`config.mk`:
```
export PLATFORM = sky130hd
export DESIGN_NAME = mem_arbiter
export DESIGN_NICKNAME = d
export VERILOG_FILES = /design/src/rtl/mem_arbiter.sv
export SDC_FILE = /design/constraint.sdc
export NUM_CORES = 1
export LEC_CHECK = 0
export ABC_AREA = 1
export CAP_MARGIN = 20
export CORE_MARGIN = 2
export CORE_UTILIZATION = 46
export CTS_BUF_LIST = sky130_fd_sc_hd__clkbuf_8
export DETAILED_ROUTE_END_ITERATION = 8
export GPL_TIMING_DRIVEN = 1
export HOLD_SLACK_MARGIN = 0.08
export PLACE_DENSITY = 0.88
export SLEW_MARGIN = 15
export SYNTH_ARGS = -nofsm -noshare
export SYNTH_HDL_FRONTEND = slang
export SYNTH_SLANG_ARGS = --single-unit
```
`constraint.sdc`:
```
create_clock -name clk -period 2.8 [get_ports clk]
set_input_delay 0.7 -clock clk [delete_from_list [all_inputs] [get_ports clk]]
set_output_delay 0.7 -clock clk [all_outputs]
set_load 0.01 [all_outputs]
```
`src/rtl/mem_arbiter.sv`:
```
// Two-master (instruction fetch / data) arbiter in front of one shared memory port.
// Round-robin grant, one outstanding transaction, registered response pulse and
// a watchdog that completes a hung transaction with an error pattern.
module mem_arbiter #(
    parameter int unsigned AWIDTH         = 32,
    parameter int unsigned DWIDTH         = 32,
    parameter int unsigned TIMEOUT_CYCLES = 1024
) (
    input  logic                clk,
    input  logic                rst_n,
    // master 0: instruction fetch
    input  logic                m0_req_valid,
    output logic                m0_req_ready,
    input  logic [AWIDTH-1:0]   m0_addr,
    input  logic                m0_we,
    input  logic [DWIDTH-1:0]   m0_wdata,
    input  logic [DWIDTH/8-1:0] m0_wstrb,
    output logic                m0_resp_valid,
    output logic [DWIDTH-1:0]   m0_resp_rdata,
    // master 1: data
    input  logic                m1_req_valid,
    output logic                m1_req_ready,
    input  logic [AWIDTH-1:0]   m1_addr,
    input  logic                m1_we,
    input  logic [DWIDTH-1:0]   m1_wdata,
    input  logic [DWIDTH/8-1:0] m1_wstrb,
    output logic                m1_resp_valid,
    output logic [DWIDTH-1:0]   m1_resp_rdata,
    // shared memory
    output logic                mem_req_valid,
    input  logic                mem_req_ready,
    output logic [AWIDTH-1:0]   mem_addr,
    output logic                mem_we,
    output logic [DWIDTH-1:0]   mem_wdata,
    output logic [DWIDTH/8-1:0] mem_wstrb,
    input  logic                mem_resp_valid,
    input  logic [DWIDTH-1:0]   mem_resp_rdata,
    // watchdog
    output logic                err_timeout,
    input  logic                err_clear
);

    localparam int unsigned SW   = DWIDTH / 8;
    // Counter only needs to reach TIMEOUT_CYCLES-1; the terminal count fires the timeout.
    localparam int unsigned CntW = (TIMEOUT_CYCLES > 1) ? $clog2(TIMEOUT_CYCLES) : 1;
    localparam logic [CntW-1:0]   CntLast     = CntW'(TIMEOUT_CYCLES - 1);
    localparam logic [DWIDTH-1:0] TimeoutData = DWIDTH'(32'hDEADBEEF);

    typedef enum logic [1:0] {StIdle, StIssue, StWait} state_e;

    state_e            state_q, state_d;
    logic              gnt_id_q, gnt_id_d;
    logic              last_grant_q, last_grant_d;
    logic [AWIDTH-1:0] addr_q, addr_d;
    logic              we_q, we_d;
    logic [DWIDTH-1:0] wdata_q, wdata_d;
    logic [SW-1:0]     wstrb_q, wstrb_d;
    logic [CntW-1:0]   cnt_q, cnt_d;
    logic              err_q, err_d;
    logic              rv0_q, rv0_d, rv1_q, rv1_d;
    logic [DWIDTH-1:0] rd0_q, rd0_d, rd1_q, rd1_d;

    logic              can_grant, gnt0, gnt1, to_hit, finish, timeout;
    logic [DWIDTH-1:0] done_data;

    // Grant decode: no grant while a response pulse is on the wire; ties go to
    // the master that was not served last (last_grant_q = 1 means m1).
    always_comb begin
        can_grant = (state_q == StIdle) && !rv0_q && !rv1_q;
        gnt0      = can_grant && m0_req_valid && (!m1_req_valid || last_grant_q);
        gnt1      = can_grant && m1_req_valid && (!m0_req_valid || !last_grant_q);
        to_hit    = (TIMEOUT_CYCLES != 0) && (cnt_q == CntLast);
    end

    // Next-state, latching, watchdog and response generation.
    always_comb begin
        state_d      = state_q;
        gnt_id_d     = gnt_id_q;
        last_grant_d = last_grant_q;
        addr_d       = addr_q;
        we_d         = we_q;
        wdata_d      = wdata_q;
        wstrb_d      = wstrb_q;
        cnt_d        = cnt_q;
        err_d        = err_q & ~err_clear;
        rv0_d        = 1'b0;
        rv1_d        = 1'b0;
        rd0_d        = rd0_q;
        rd1_d        = rd1_q;
        finish       = 1'b0;
        timeout      = 1'b0;

        unique case (state_q)
            StIdle: begin
                if (gnt0 || gnt1) begin
                    gnt_id_d = gnt1;
                    addr_d   = gnt1 ? m1_addr  : m0_addr;
                    we_d     = gnt1 ? m1_we    : m0_we;
                    wdata_d  = gnt1 ? m1_wdata : m0_wdata;
                    wstrb_d  = gnt1 ? m1_wstrb : m0_wstrb;
                    cnt_d    = '0;
                    state_d  = StIssue;
                end
            end
            StIssue: begin
                cnt_d = cnt_q + CntW'(1);
                if (to_hit) begin
                    timeout = 1'b1;
                end else if (mem_req_ready) begin
                    state_d = StWait;
                end
            end
            StWait: begin
                cnt_d = cnt_q + CntW'(1);
                // A real response arriving on the terminal cycle still wins.
                if (mem_resp_valid) begin
                    finish = 1'b1;
                end else if (to_hit) begin
                    timeout = 1'b1;
                end
            end
            default: state_d = StIdle;
        endcase

        done_data = timeout ? TimeoutData : mem_resp_rdata;
        if (finish || timeout) begin
            state_d      = StIdle;
            last_grant_d = gnt_id_q;
            if (gnt_id_q) begin
                rv1_d = 1'b1;
                rd1_d = done_data;
            end else begin
                rv0_d = 1'b1;
                rd0_d = done_data;
            end
        end
        // Set beats a simultaneous clear.
        if (timeout) err_d = 1'b1;
    end

    // State and datapath registers.
    always_ff @(posedge clk or negedge rst_n) begin
        if (!rst_n) begin
            state_q      <= StIdle;
            gnt_id_q     <= 1'b0;
            last_grant_q <= 1'b1;
            addr_q       <= '0;
            we_q         <= 1'b0;
            wdata_q      <= '0;
            wstrb_q      <= '0;
            cnt_q        <= '0;
            err_q        <= 1'b0;
            rv0_q        <= 1'b0;
            rv1_q        <= 1'b0;
            rd0_q        <= '0;
            rd1_q        <= '0;
        end else begin
            state_q      <= state_d;
            gnt_id_q     <= gnt_id_d;
            last_grant_q <= last_grant_d;
            addr_q       <= addr_d;
            we_q         <= we_d;
            wdata_q      <= wdata_d;
            wstrb_q      <= wstrb_d;
            cnt_q        <= cnt_d;
            err_q        <= err_d;
            rv0_q        <= rv0_d;
            rv1_q        <= rv1_d;
            rd0_q        <= rd0_d;
            rd1_q        <= rd1_d;
        end
    end

    assign m0_req_ready  = gnt0;
    assign m1_req_ready  = gnt1;
    assign m0_resp_valid = rv0_q;
    assign m1_resp_valid = rv1_q;
    assign m0_resp_rdata = rd0_q;
    assign m1_resp_rdata = rd1_q;
    assign mem_req_valid = (state_q == StIssue);
    assign mem_addr      = addr_q;
    assign mem_we        = we_q;
    assign mem_wdata     = wdata_q;
    assign mem_wstrb     = wstrb_q;
    assign err_timeout   = err_q;

endmodule

```
* After elaboration in Yosys (flattened, before gate mapping) *
Cells that the tools add are included.

operators by class
  reductions and logical operators = 23
  equal/unequal tests = 8
  bitwise gates (word level) = 3
  muxes and demuxes = 22
  add/sub/neg operators = 1

operators with widths
  cell                                                                     count
  32-bit two-way mux                                                       3
  10-bit case mux with 2 select lines                                      1
  10-bit by 1-bit adder with 10-bit output, second input constant          1
  10-bit equality test, second input constant                              1
  1-bit two-way mux                                                        10
  10-bit two-way mux                                                       1
  2-bit two-way mux                                                        4
  2-bit AND reduction                                                      4
  1-bit logical AND                                                        6
  3-bit by 1-bit inequality test with 1-bit output, second input constant  2
  2-bit case mux with 3 select lines                                       1
  1-bit logical NOT                                                        5
  1-bit logical OR                                                         4
  4-bit two-way mux                                                        1
  4-bit AND reduction                                                      1
  3-bit by 2-bit inequality test with 1-bit output, second input constant  1
  2-bit by 1-bit equality test with 1-bit output, second input constant    1
  2-bit equality test, second input constant                               1
  2-bit logical NOT                                                        1
  2-bit by 1-bit inequality test with 1-bit output, second input constant  1
  2-bit inequality test, second input constant                             1
  1-bit NOT                                                                2
  1-bit case mux with 2 select lines                                       1
  2-bit nonzero test                                                       1
  other kinds (2)                                                          2

word-level totals
  input port bits = 177
  output and inout port bits = 139
  register bits after elaboration = 150
  word-level logic and storage cells = 70

* Logic depth before layout (Yosys ltp) *
  word-level depth = 9
  depth in mapped cells = 12
  depth with buffers taken out = 11

* Worst setup path after synthesis *
OpenSTA, ideal clock, no wires.

  path kind = in2out
  start point = input port m1_req_valid
  end point = output port m1_req_ready
  buffers on the path = 1
  stages on the path = 5
  slack = 0.647 ns
  required time = 2.100 ns
  data arrival time = 1.453 ns
  cell sequence = inv_1 -> a21oi_1 -> nand2_1 -> inv_2 -> clkbuf_1

between the ends
  word-level cells in the longest chain between the ends = 2

ends and longest elaborated chain
  item                             RTL line  text
  start: declaration               21        input logic m1_req_valid,
  1-bit logical AND (2 in series)  71        gnt1 = can_grant && m1_req_valid && (!m0_req_valid || !last_grant_q);
  end: declaration                 22        output logic m1_req_ready,

Every way passes these cells.

* Worst setup path in the final report *
  start point = input port m0_req_valid
  end point = output port m0_req_ready

between the ends
  word-level cells in the longest chain between the ends = 2

ends and longest elaborated chain
  item                             RTL line  text
  start: declaration               12        input logic m0_req_valid,
  1-bit logical AND (2 in series)  70        gnt0 = can_grant && m0_req_valid && (!m1_req_valid || last_grant_q);
  end: declaration                 13        output logic m0_req_ready,

Every way passes these cells.

==> metrics.md <==
| Metric | Value |
|---|---|
| Synth Area in Simple Gates | 27.8% |
| CTS buffer count | 17 |
| Register area share after synthesis | 55.6% |
| Via/cell ratio | 5.07 |
| Number of library cell types mapped by synthesis | 25 |
| Power share of the sequential group | 34.4% |
| Drt first pass iters | 5 |
| Xor and xnor fraction of the mapped netlist area | 0.259% |
| Yosys warns | 0 |
| Maximum vdd drop | 0.646 mV |
| CP max-delay cell | clkdlybuf4s50_1 |
| Area of the multi-input gates | 0.00265 mm^2 |
| Mapped Area | 0.00676 mm^2 |
| Crit path cell chain | clkdlybuf4s50_1, inv_1, a21oi_1, buf_4, nand2_1, inv_1, dlygate4sd2_1 |
| Max Cap Viol | 0 |
| Post-Place Cells | 1,288 |
| Setup TNS | 0 ns |
| First-pass GRT wire length | 33,500 um |
| Total grt overflow | 0 |
| I/O pin total | 316 |
| Full die area | 0.0157 mm^2 |
| Worst EP arrival | 2.01 ns |
| Yosys reg bits | 150 |
| HPWL after DPL | 15,300 um |
| Die span in y | 125 um |
| Mean Syn Cell Area | 8.23 um^2 |
| TritonCTS clock tree | yes |
| Gate power share | 50.0% |
| Area grow syn2layout | 55.5% |
| CTS clk-pin slew, worst paths | 0.10 ns |
| CP Capture Type | output pin |
| Worst Path Required | 2.10 ns |
| Sw frac | 38.7% |
| Core area | 0.0144 mm^2 |
| Slew HR | 48.7% |
| DRT iter0 DRCs | 410 |
| Critical path buffers and inverters | 5 |
| IO Port Bufs | 315 |
| Hold Vio Cnt, Final | 0 |
| CTS Hold Buffers Added | 0 |
| Fmax | 369 MHz |
| Setup crit start kind | input pin |
| Post-synthesis mux area share | 0% |
| Post-route ant nets | 0 |
| Worst skew pair latency | 0.46 ns |
| Largest net degree at the start of global routing | 72 |
| Setup Viol. Count Final | 0 |
| Part of the cycle the worst path needs | 96.7% |
| Compound-Gate Fraction of Synth Area | 10.1% |
| Status | finished, final reports clean |
| Top cell by count, worst path | inv_1 |
| Vias | 6,709 |
| Syn Inst Count | 821 |
| Die X | 125 um |
| Ant. Diodes | 0 |
| Final WL | 21,300 um |
| Area share of fa/ha/maj cells after synthesis | 0.926% |
| Period minus WS final | 2.71 ns |
| Setup Skew | 0.0182 ns |
| Worst slew pin tran | 0.769 ns |
| Final Non-Filler Cells | 1,322 |
| Sequential Area | 0.00375 mm^2 |
| Sw power | 4150 uW |
| Vias in the first global route | 6,498 |
| Largest family of logic cells by synthesized area | simple AND/OR/NAND/NOR gates |
| Htree depth | 4 |
| CP top delay family | buffers and inverters |
| # clock sinks | 150 |
| Crit-path max cell delay | 0.50 ns |
| Rows | 44 |
| LEAKAGE | 0.00479 uW |
| Hold Crit Class | input pin to async pin |
| Crit path kind | input pin to output pin |
| Fillcell total | 1,108 |
| CTS root buf | clkbuf_8 |
| Clock power frac | 15.6% |
| Crit Path Max Fanout | 2 |
| Pint | 6570 uW |
| Fraction of layout cells with a size suffix above 1 | 8.17% |
| Syn Nets | 1,003 |
| Total GRT Usage | 27.2% |
| Initial core utilization | 46.8% |
| Max clock buf depth | 2 |
| RSZ-0062 raised after global routing | no |
| Final #Nets | 1,307 |
| Initial antenna violation count | 0 |
| Drt drc | 0 |
| Wire length per cell | 16.1 um |
| Pins over their slew limit | 0 |
| Pwr dens | 1020 mW/mm^2 |
| RD Place Congestion | 0.906 |
## Yosys cell counts (all sizes together)
cell type / n / area [um^2]
dfrtp: 149 / 3730
a21oi: 9 / 45.0
nor2: 90 / 379
xor2: 2 / 17.5
o22ai: 1 / 6.26
or2: 25 / 156
nand3: 12 / 65.1
nor3: 2 / 10.0
o21ai: 40 / 200
ha: 5 / 62.6
nand2: 329 / 1240
a31oi: 69 / 432
nand4: 5 / 31.3
clkbuf: 28 / 105
inv: 32 / 120
buf: 22 / 134
dfstp: 1 / 26.3
## final cells by class
| type | instances | share of cell area, % |
|---|---|---|
| Multi-Input combinational cell | 589 | 25.2 |
| Inverter | 32 | 1.17 |
| Timing Repair Buffer | 335 | 32.0 |
| Sequential cell | 150 | 35.7 |
| Clock buffer | 17 | 2.23 |
| Clock inverter | 15 | 1.46 |
| Tap cell | 184 | 2.19 |
## cells by family (layout without fill, tap and decap cells)
kind of cell | after synthesis | in the layout
fa+ha+maj | 5 | 5
buf+inv | 82 | 399
xor+xnor | 2 | 2
simple gates | 463 | 463
flops | 150 | 150
compound gates | 119 | 119
## worst paths after layout
path	from	end	slack, ns	depth (start not counted)
worst max-delay path	m0_req_valid	m0_req_ready	0.09	7
worst min-delay path	rst_n	m0_resp_rdata[22]	0.22	1
worst max register to register	state_q[0]	state_q[0]	0.49	12
worst min register to register	m1_resp_rdata[3]	m1_resp_rdata[3]	0.48	2
max in group asynchronous	rst_n	last_grant_q	1.85	2
min in group clk	m1_resp_rdata[3]	m1_resp_rdata[3]	0.48	2
## what timing repair did
item | in CTS | in global routing
setup endpoints to repair | 2 | 0
resized for setup | 5 | 0
buffers inserted | 2 | 0
## metrics by stage
stage          worst slack (ns)  area (um^2)  util [%]  power (uW)  hold WS (ns)
2_1_floorplan             0.647         6760         -        6140         0.404
3_3_place_gp             -0.159        10100      70.1        8910         0.454
3_5_place_dp             -0.146        10100      70.1        9050         0.458
4_1_cts                  0.0918        10500      72.8       10800         0.220
5_1_grt                  0.0205        10500      72.8       11400         0.235
6_report                 0.0917        10500      72.8       10700         0.219
## registers in the layout (all words and copies together), names as in the netlist
register       flops
cnt_q             10
err_timeout        1
gnt_id_q           1
last_grant_q       1
m0_resp_rdata     32
m0_resp_valid      1
m1_resp_rdata     32
m1_resp_valid      1
mem_addr          32
mem_wdata         32
mem_we             1
mem_wstrb          4
state_q            2
## power by group through the flow
stage	combinational, uW	sequential (uW)	clock, uW
2_1_floorplan	2030	4110	0
3_3_place_gp	5230	3680	0
3_5_place_dp	5340	3710	0
4_1_cts	5390	3680	1710
5_1_grt	5830	3800	1800
6_report	5360	3680	1680
## cells in the final DEF, fill, tap and decap left out, drive strengths merged
cell type and count:
o21ai 40, clkinv 2, clkbuf 17, buf 21
a21oi 9, dfrtp 149, dfstp 1, a31oi 69
nand2 329, nor2 90, inv 44, or2 25
bufinv 1, ha 5, nand4 5, nand3 12
o22ai 1, xor2 2, dlygate4sd2 2, clkdlybuf4s50 312
nor3 2
## layer usage
| layer | GRT usage [%] | vias up | routed length, um | part of all wire [%] |
|---|---|---|---|---|
| met5 | 0 | - | 0 | 0 |
| met4 | 12.5 | 0 | 911 | 4.3 |
| met2 | 45.2 | 246 | 10700 | 50 |
| li1 | - | 3240 | - | - |
| met1 | 32.1 | 3167 | 8190 | 39 |
| met3 | 8.77 | 56 | 1490 | 7.0 |
No activity file was read; power rests on OpenSTA's default activity.
